===== src/rtl/cnn_batch_norm_pkg.sv =====
// Shared types and constants for the batch-norm bias BRAM loader.
// The bank-index helper keeps the bank select at least one bit wide.
package cnn_batch_norm_pkg;

    typedef enum logic [1:0] {
        IDLE     = 2'd0,
        WAIT_RST = 2'd1,
        LOAD     = 2'd2,
        DONE     = 2'd3
    } bn_load_state_t;

    localparam int BN_BRAM_NUM_DEFAULT = 4;
    localparam int BN_BANK_IDX_W       = $clog2(BN_BRAM_NUM_DEFAULT);

    function automatic int bank_idx_width(input int n);
        return (n > 1) ? $clog2(n) : 1;
    endfunction

endpackage


===== src/rtl/cnn_batch_norm_bias_loader.sv =====
// Purpose: round-robin fill of the batch-norm bias BRAM banks from a valid/ready word stream.
// Latency: a bank write is presented 1 cycle after its word is accepted; o_done 1 cycle after the last write.
// Backpressure: o_data_ready is low outside LOAD and whenever i_reset_busy is high. Optional: BIAS_LOAD_CHECKSUM_EN.
module cnn_batch_norm_bias_loader
    import cnn_batch_norm_pkg::*;
#(
    parameter int OUTPUT_BRAM_NUM       = BN_BRAM_NUM_DEFAULT,
    parameter int DATA_WIDTH            = 32,
    parameter int BATCH_NORM_BIAS_WIDTH = 8
) (
    input  logic                             i_clock,
    input  logic                             i_reset,
    input  logic                             i_start,
    input  logic [BATCH_NORM_BIAS_WIDTH-1:0] i_batch_norm_bias_size,
    input  logic                             i_reset_busy,
    input  logic                             i_data_valid,
    input  logic [DATA_WIDTH-1:0]            i_data,
    output logic                             o_data_ready,
    output logic                             o_enable,
    output logic [OUTPUT_BRAM_NUM-1:0]       o_wenable,
    output logic [DATA_WIDTH-1:0]            o_bram_data,
    output logic [BATCH_NORM_BIAS_WIDTH-1:0] o_batch_norm_bias_data_point [OUTPUT_BRAM_NUM],
    output logic                             o_busy,
    output logic                             o_done
`ifdef BIAS_LOAD_CHECKSUM_EN
   ,output logic [DATA_WIDTH-1:0]            o_checksum
`endif
);

    localparam int BW = bank_idx_width(OUTPUT_BRAM_NUM);

    bn_load_state_t                   state;
    bn_load_state_t                   state_nxt;
    logic [BATCH_NORM_BIAS_WIDTH-1:0] size_q;
    logic [BATCH_NORM_BIAS_WIDTH-1:0] word_cnt;
    logic [BW-1:0]                    bank;
    logic [OUTPUT_BRAM_NUM-1:0]       bank_onehot;
    logic                             accept;
    logic                             start_acc;
    logic                             last_word;

    assign bank      = word_cnt[BW-1:0];
    assign accept    = i_data_valid && o_data_ready;
    assign start_acc = (state == IDLE) && i_start;
    assign last_word = (word_cnt == size_q - BATCH_NORM_BIAS_WIDTH'(1));

    always_ff @(posedge i_clock or posedge i_reset) begin
        if (i_reset) state <= IDLE;
        else         state <= state_nxt;
    end

    always_comb begin
        state_nxt = state;
        unique case (state)
            IDLE:     if (i_start) state_nxt = (i_batch_norm_bias_size == '0) ? DONE : WAIT_RST;
            WAIT_RST: if (!i_reset_busy) state_nxt = LOAD;
            LOAD:     if (accept && last_word) state_nxt = DONE;
            DONE:     state_nxt = IDLE;
            default:  state_nxt = IDLE;
        endcase
    end

    always_comb begin
        o_data_ready = (state == LOAD) && !i_reset_busy;
    end

    always_comb begin
        bank_onehot       = '0;
        bank_onehot[bank] = 1'b1;
    end

    // Size is latched on start so a mid-load change on the input cannot move the end point.
    always_ff @(posedge i_clock or posedge i_reset) begin
        if (i_reset) begin
            size_q      <= '0;
            word_cnt    <= '0;
            o_enable    <= 1'b0;
            o_wenable   <= '0;
            o_bram_data <= '0;
            o_busy      <= 1'b0;
            o_done      <= 1'b0;
            for (int i = 0; i < OUTPUT_BRAM_NUM; i++) begin
                o_batch_norm_bias_data_point[i] <= '0;
            end
        end else begin
            o_enable  <= accept;
            o_wenable <= accept ? bank_onehot : '0;
            o_busy    <= (state_nxt != IDLE);
            o_done    <= (state == DONE);
            if (start_acc) begin
                size_q   <= i_batch_norm_bias_size;
                word_cnt <= '0;
            end else if (accept) begin
                word_cnt <= word_cnt + BATCH_NORM_BIAS_WIDTH'(1);
            end
            if (accept) begin
                o_bram_data                        <= i_data;
                o_batch_norm_bias_data_point[bank] <= word_cnt;
            end
        end
    end

`ifdef BIAS_LOAD_CHECKSUM_EN
    always_ff @(posedge i_clock or posedge i_reset) begin
        if (i_reset)        o_checksum <= '0;
        else if (start_acc) o_checksum <= '0;
        else if (accept)    o_checksum <= o_checksum ^ i_data;
    end
`endif

endmodule


===== config.mk =====
export PLATFORM = sky130hd
export DESIGN_NAME = cnn_batch_norm_bias_loader
export DESIGN_NICKNAME = d
export VERILOG_FILES = /design/src/rtl/cnn_batch_norm_pkg.sv /design/src/rtl/cnn_batch_norm_bias_loader.sv
export SDC_FILE = /design/constraint.sdc
export NUM_CORES = 1
export LEC_CHECK = 0
export CAP_MARGIN = 30
export CORE_ASPECT_RATIO = 1.2
export CORE_MARGIN = 1.5
export CORE_UTILIZATION = 50
export CTS_CLUSTER_DIAMETER = 30
export CTS_CLUSTER_SIZE = 24
export DETAILED_ROUTE_END_ITERATION = 8
export PLACE_DENSITY = 0.88
export SYNTH_ARGS = -nofsm -noshare
export SYNTH_HDL_FRONTEND = slang
export SYNTH_SLANG_ARGS = --single-unit

===== constraint.sdc =====
create_clock -name i_clock -period 4.97 [get_ports i_clock]
set_input_delay 0.994 -clock i_clock [delete_from_list [all_inputs] [get_ports i_clock]]
set_output_delay 0.994 -clock i_clock [all_outputs]
set_load 0.02 [all_outputs]

==> flow_metrics.py <==
metrics = {
    "global_route": {
        "grt.total_usage_pct": 21.2,
        "grt_first_pass_wirelength_mm": 12.7,
        "antenna_found_initial": 0,
        "pin_count_of_the_biggest_net_entering_global_routing": 55,
        "global_route.overflow_total": 0,
        "first_global_vias": 2580,
    },
    "timing": {
        "timing.final.max_slew_violations": 0,
        "tns_ps": 0,
        "report.final.setup_viol": 0,
        "rsz_0062_raised_after_global_routing": "false",
        "max_slew.worst_pin.slew_ps": 891,
        "timing.clock.skew_ps": 13.0,
        "hold_viol_final": 0,
        "max_clock_freq_mhz": 305,
        "layout_worst_path_cycle_share_pct": 66.0,
        "min_period_ps": 3280,
        "relSlewSlack_pct": 40.5,
    },
    "synthesis": {
        "synthAdderAreaFrac_pct": 1.68,
        "postSynthNetCount": 327,
        "postSynthRegisterBits": 89,
        "synthSimpleGateAreaFrac_pct": 7.95,
        "combinational_family_with_the_most_area_after_synthesis": "multiplexers",
        "yosys-mux-area-fraction_pct": 19.2,
        "yosysTopAreaCellShare_pct": 59.7,
        "post_synth_instance_area_mm2": 0.00373,
        "post_synthesis_cell_count": 277,
        "yosysWarnings": 0,
        "syn_avg_cell_area_um2": 13.5,
        "cell_accounting_for_the_most_synthesized_area": "sky130_fd_sc_hd__dfrtp_1",
        "synth_cell_type_count": 37,
        "yosys-top-cells-area": "sky130_fd_sc_hd__dfrtp_1 (60%), sky130_fd_sc_hd__mux2_2 (19%), sky130_fd_sc_hd__xor2_1 (2.1%), sky130_fd_sc_hd__nand2_1 (1.9%), sky130_fd_sc_hd__xnor2_1 (1.9%)",
        "synth_seq_area_share_pct": 59.7,
        "yosys.area_share.xor_xnor_pct": 3.99,
        "synth_compound_area_share_pct": 3.66,
    },
    "power_and_ir_drop": {
        "ir_worst_vdd_v": 0.000339,
        "total_switching_power_uw": 928,
        "combPwrFrac_pct": 40.7,
        "power_report.internal_total_uw": 1680,
        "sw_frac_of_total_pct": 35.5,
        "share_seq_of_total_power_pct": 42.0,
        "p_per_area_mw_per_mm2": 513,
        "leakagePower_uw": 0.00226,
        "p_clk_share_pct": 17.2,
        "post-layout-total-power_uw": 2610,
    },
    "setup_path": {
        "setup.worst_path.start_class": "input port",
        "critPathRequiredTime_ps": 3980,
        "crit_path_start": "i_reset_busy",
        "timing.critical_path.mode_cell": "sky130_fd_sc_hd__clkdlybuf4s50_1",
        "rrSetupSlack_ps": 2510,
        "reg2reg_from": "state[0]",
        "reg2reg_to": "word_cnt[4]",
        "worst_path_largest_cell_delay_ps": 630,
        "critPathKind": "in2out",
        "timing.reg2reg.worst_path_depth": 6,
        "crit_path_cell_chain": "clkdlybuf4s50_1, nor3b_1, clkdlybuf4s50_1",
        "timing.critical_path.buf_inv": 2,
        "critical-path-slowest-cell": "sky130_fd_sc_hd__clkdlybuf4s50_1",
        "timing.critical_path.fanout_max": 4,
        "cp_top_family": "buffers and inverters",
        "crit_path_capture_type": "primary output",
        "worst_ep_arrival_time_ps": 2290,
    },
    "cts": {
        "cts-hold-fix-buffers": 0,
        "cts.repair_timing.setup_buffer_count": 0,
        "cts.repair.resized": 0,
        "worstSkewPairLatency_ps": 360,
        "clock_sink_count": 89,
        "clock_tree.root_cell": "sky130_fd_sc_hd__clkbuf_8",
        "clock_tree.htree_level_count": 3,
        "clock_tree_from_tritoncts": "yes",
        "clk_transition_reported_paths_ps": 80,
        "clock_tree.buffer_depth": 2,
        "tritoncts.num_buffers": 9,
    },
    "floorplanning": {
        "boundary_pin_count": 117,
        "core_area_mm2": 0.00723,
        "die_y_um": 97.6,
        "fp.dieArea_mm2": 0.00799,
        "std_cell_rows": 34,
        "die_width_um": 81.9,
        "initial_standard_cell_utilization_of_the_core_pct": 51.6,
    },
    "drt": {
        "vias": 2558,
        "route.detailed.drc": 0,
        "drtIter0Drc": 117,
        "antenna_left": 0,
        "avgRoutedWirePerCell_um": 16.6,
        "drt_wl_total_mm": 8.02,
        "detailedRoute.firstPassIterationCount": 4,
        "post_drt_via_cell_ratio": 5.29,
    },
    "cells_and_area": {
        "syn2layout_area_growth_pct": 36.6,
        "nNetsFinal": 439,
        "final_cell_mix": "sky130_fd_sc_hd__clkdlybuf4s50_1 (116), sky130_fd_sc_hd__dfrtp_1 (89), sky130_fd_sc_hd__mux2_2 (62)",
        "insertedDiodeCount": 0,
        "final_layout_fill_cell_count": 501,
        "post_route_cells_drive_above_1_share_pct": 21.8,
        "final_common_cell": "sky130_fd_sc_hd__clkdlybuf4s50_1",
    },
    "worst_hold_path": {
        "timing.hold.worst.class": "reg2reg",
        "hold_path_startpoint": "o_batch_norm_bias_data_point[9]",
        "timing.hold.worst_endpoint": "o_batch_norm_bias_data_point[9]",
        "whs_path_depth": 2,
    },
    "place": {
        "buffer_ports.inserted": 116,
        "routabilityCongestion": 0.779,
        "post-dp-hpwl_mm": 5.92,
    },
    "run_status": {
        "run_status": "finished, final reports clean",
    },
    "run": {
        "number_of_maximum_capacitance_constraint_violations": 0,
    },
}
worst max-delay path by stage:
stage	to	slack (ps)	cells past startpoint
final	o_data_ready	1690	3
after global routing	o_data_ready	1640	3
after CTS	o_data_ready	1670	3
after detailed placement	word_cnt[4]	1490	7
after global placement	word_cnt[4]	1680	7
after floorplan	o_batch_norm_bias_data_point[0]	1670	1
metal layers:
metal | GRT usage (%) | wire length [um] | vias to the layer above
met2 | 34.7 | 4110 | 105
li1 | - | - | 1169
met1 | 25.4 | 3130 | 1270
met3 | 6.57 | 610 | 14
met5 | 0 | 0 | -
met4 | 8.87 | 171 | 0
cells by family (layout without fill, tap and decap cells):
logic type	Yosys count	count (layout)
flops	89	89
simple gates	54	54
compound gates	22	22
xor+xnor	17	17
fa+ha+maj	5	5
buf+inv	26	143
mux	64	64
synth_stat cells:
library cell               instances
sky130_fd_sc_hd__a211o_1           1
sky130_fd_sc_hd__nor3b_1           1
sky130_fd_sc_hd__o21ai_0          11
sky130_fd_sc_hd__nor4_2            1
sky130_fd_sc_hd__nand4_1           1
sky130_fd_sc_hd__o31a_1            2
sky130_fd_sc_hd__nor2b_1           2
sky130_fd_sc_hd__nor3_1            2
sky130_fd_sc_hd__nor4_4            1
sky130_fd_sc_hd__nor3b_2           1
sky130_fd_sc_hd__xor2_1            9
sky130_fd_sc_hd__o21bai_1          2
sky130_fd_sc_hd__nand3b_1          1
sky130_fd_sc_hd__mux2i_1           2
sky130_fd_sc_hd__buf_4             3
sky130_fd_sc_hd__a21oi_1           3
sky130_fd_sc_hd__and3_1            1
sky130_fd_sc_hd__a211oi_1          1
sky130_fd_sc_hd__nand2_1          19
sky130_fd_sc_hd__buf_6             3
sky130_fd_sc_hd__buf_2             8
sky130_fd_sc_hd__inv_1             9
sky130_fd_sc_hd__dfrtp_1          89
sky130_fd_sc_hd__o31ai_1           1
sky130_fd_sc_hd__nand3_1           5
sky130_fd_sc_hd__and2_1            1
sky130_fd_sc_hd__or2_2             1
sky130_fd_sc_hd__or2_1             1
sky130_fd_sc_hd__nor2_1           12
sky130_fd_sc_hd__and4bb_4          1
sky130_fd_sc_hd__and4_4            1
sky130_fd_sc_hd__a41o_1            1
sky130_fd_sc_hd__clkbuf_1          3
sky130_fd_sc_hd__mux2_2           62
sky130_fd_sc_hd__ha_1              5
sky130_fd_sc_hd__nor4_1            2
sky130_fd_sc_hd__xnor2_1           8
flip-flops by register name, indices dropped and copies added (netlist names):
name	flops
o_busy	1
o_enable	1
o_bram_data	32
state	2
o_batch_norm_bias_data_point	32
size_q	8
word_cnt	8
o_done	1
o_wenable	4
area by class of cell:
type                    instances  area [um2]  area share (%)
clock inverters                 6        50.0           0.982
inverters                       9        35.0           0.688
repair buffers                118        1180            23.2
multi-input cells             162        1360            26.7
flip-flops and latches         89        2230            43.7
clock buffers                  10         128            2.50
well taps                      90         113            2.21
power groups by stage:
stage / combinational [uW] / clock [uW] / sequential, uW
2_1_floorplan: 448 / 0 / 1280
3_3_place_gp: 1040 / 0 / 1100
3_5_place_dp: 1070 / 0 / 1120
4_1_cts: 1080 / 459 / 1100
5_1_grt: 1140 / 491 / 1130
6_report: 1060 / 450 / 1100
per-stage QoR:
stage | area, um2 | worst slack, ps | hold WS, ps | utilization (%) | cells
after floorplan | 3730 | 1670 | 501 | - | 277
after global placement | 4910 | 1680 | 460 | 67.8 | 467
after detailed placement | 4920 | 1490 | 469 | 68.0 | 468
after CTS | 5090 | 1670 | 489 | 70.4 | 484
after global routing | 5090 | 1640 | 528 | 70.4 | 484
final | 5090 | 1690 | 486 | 70.4 | 484
worst register-to-register path, stage by stage, from the launching register on:
cell,delay (ps)
sky130_fd_sc_hd__dfrtp_1,470
sky130_fd_sc_hd__and4bb_4,740
sky130_fd_sc_hd__nand2_1,420
sky130_fd_sc_hd__inv_1,240
sky130_fd_sc_hd__nand3_1,150
sky130_fd_sc_hd__xor2_1,230
sky130_fd_sc_hd__nor2_1,70
Power figures use the tool's default switching activity.
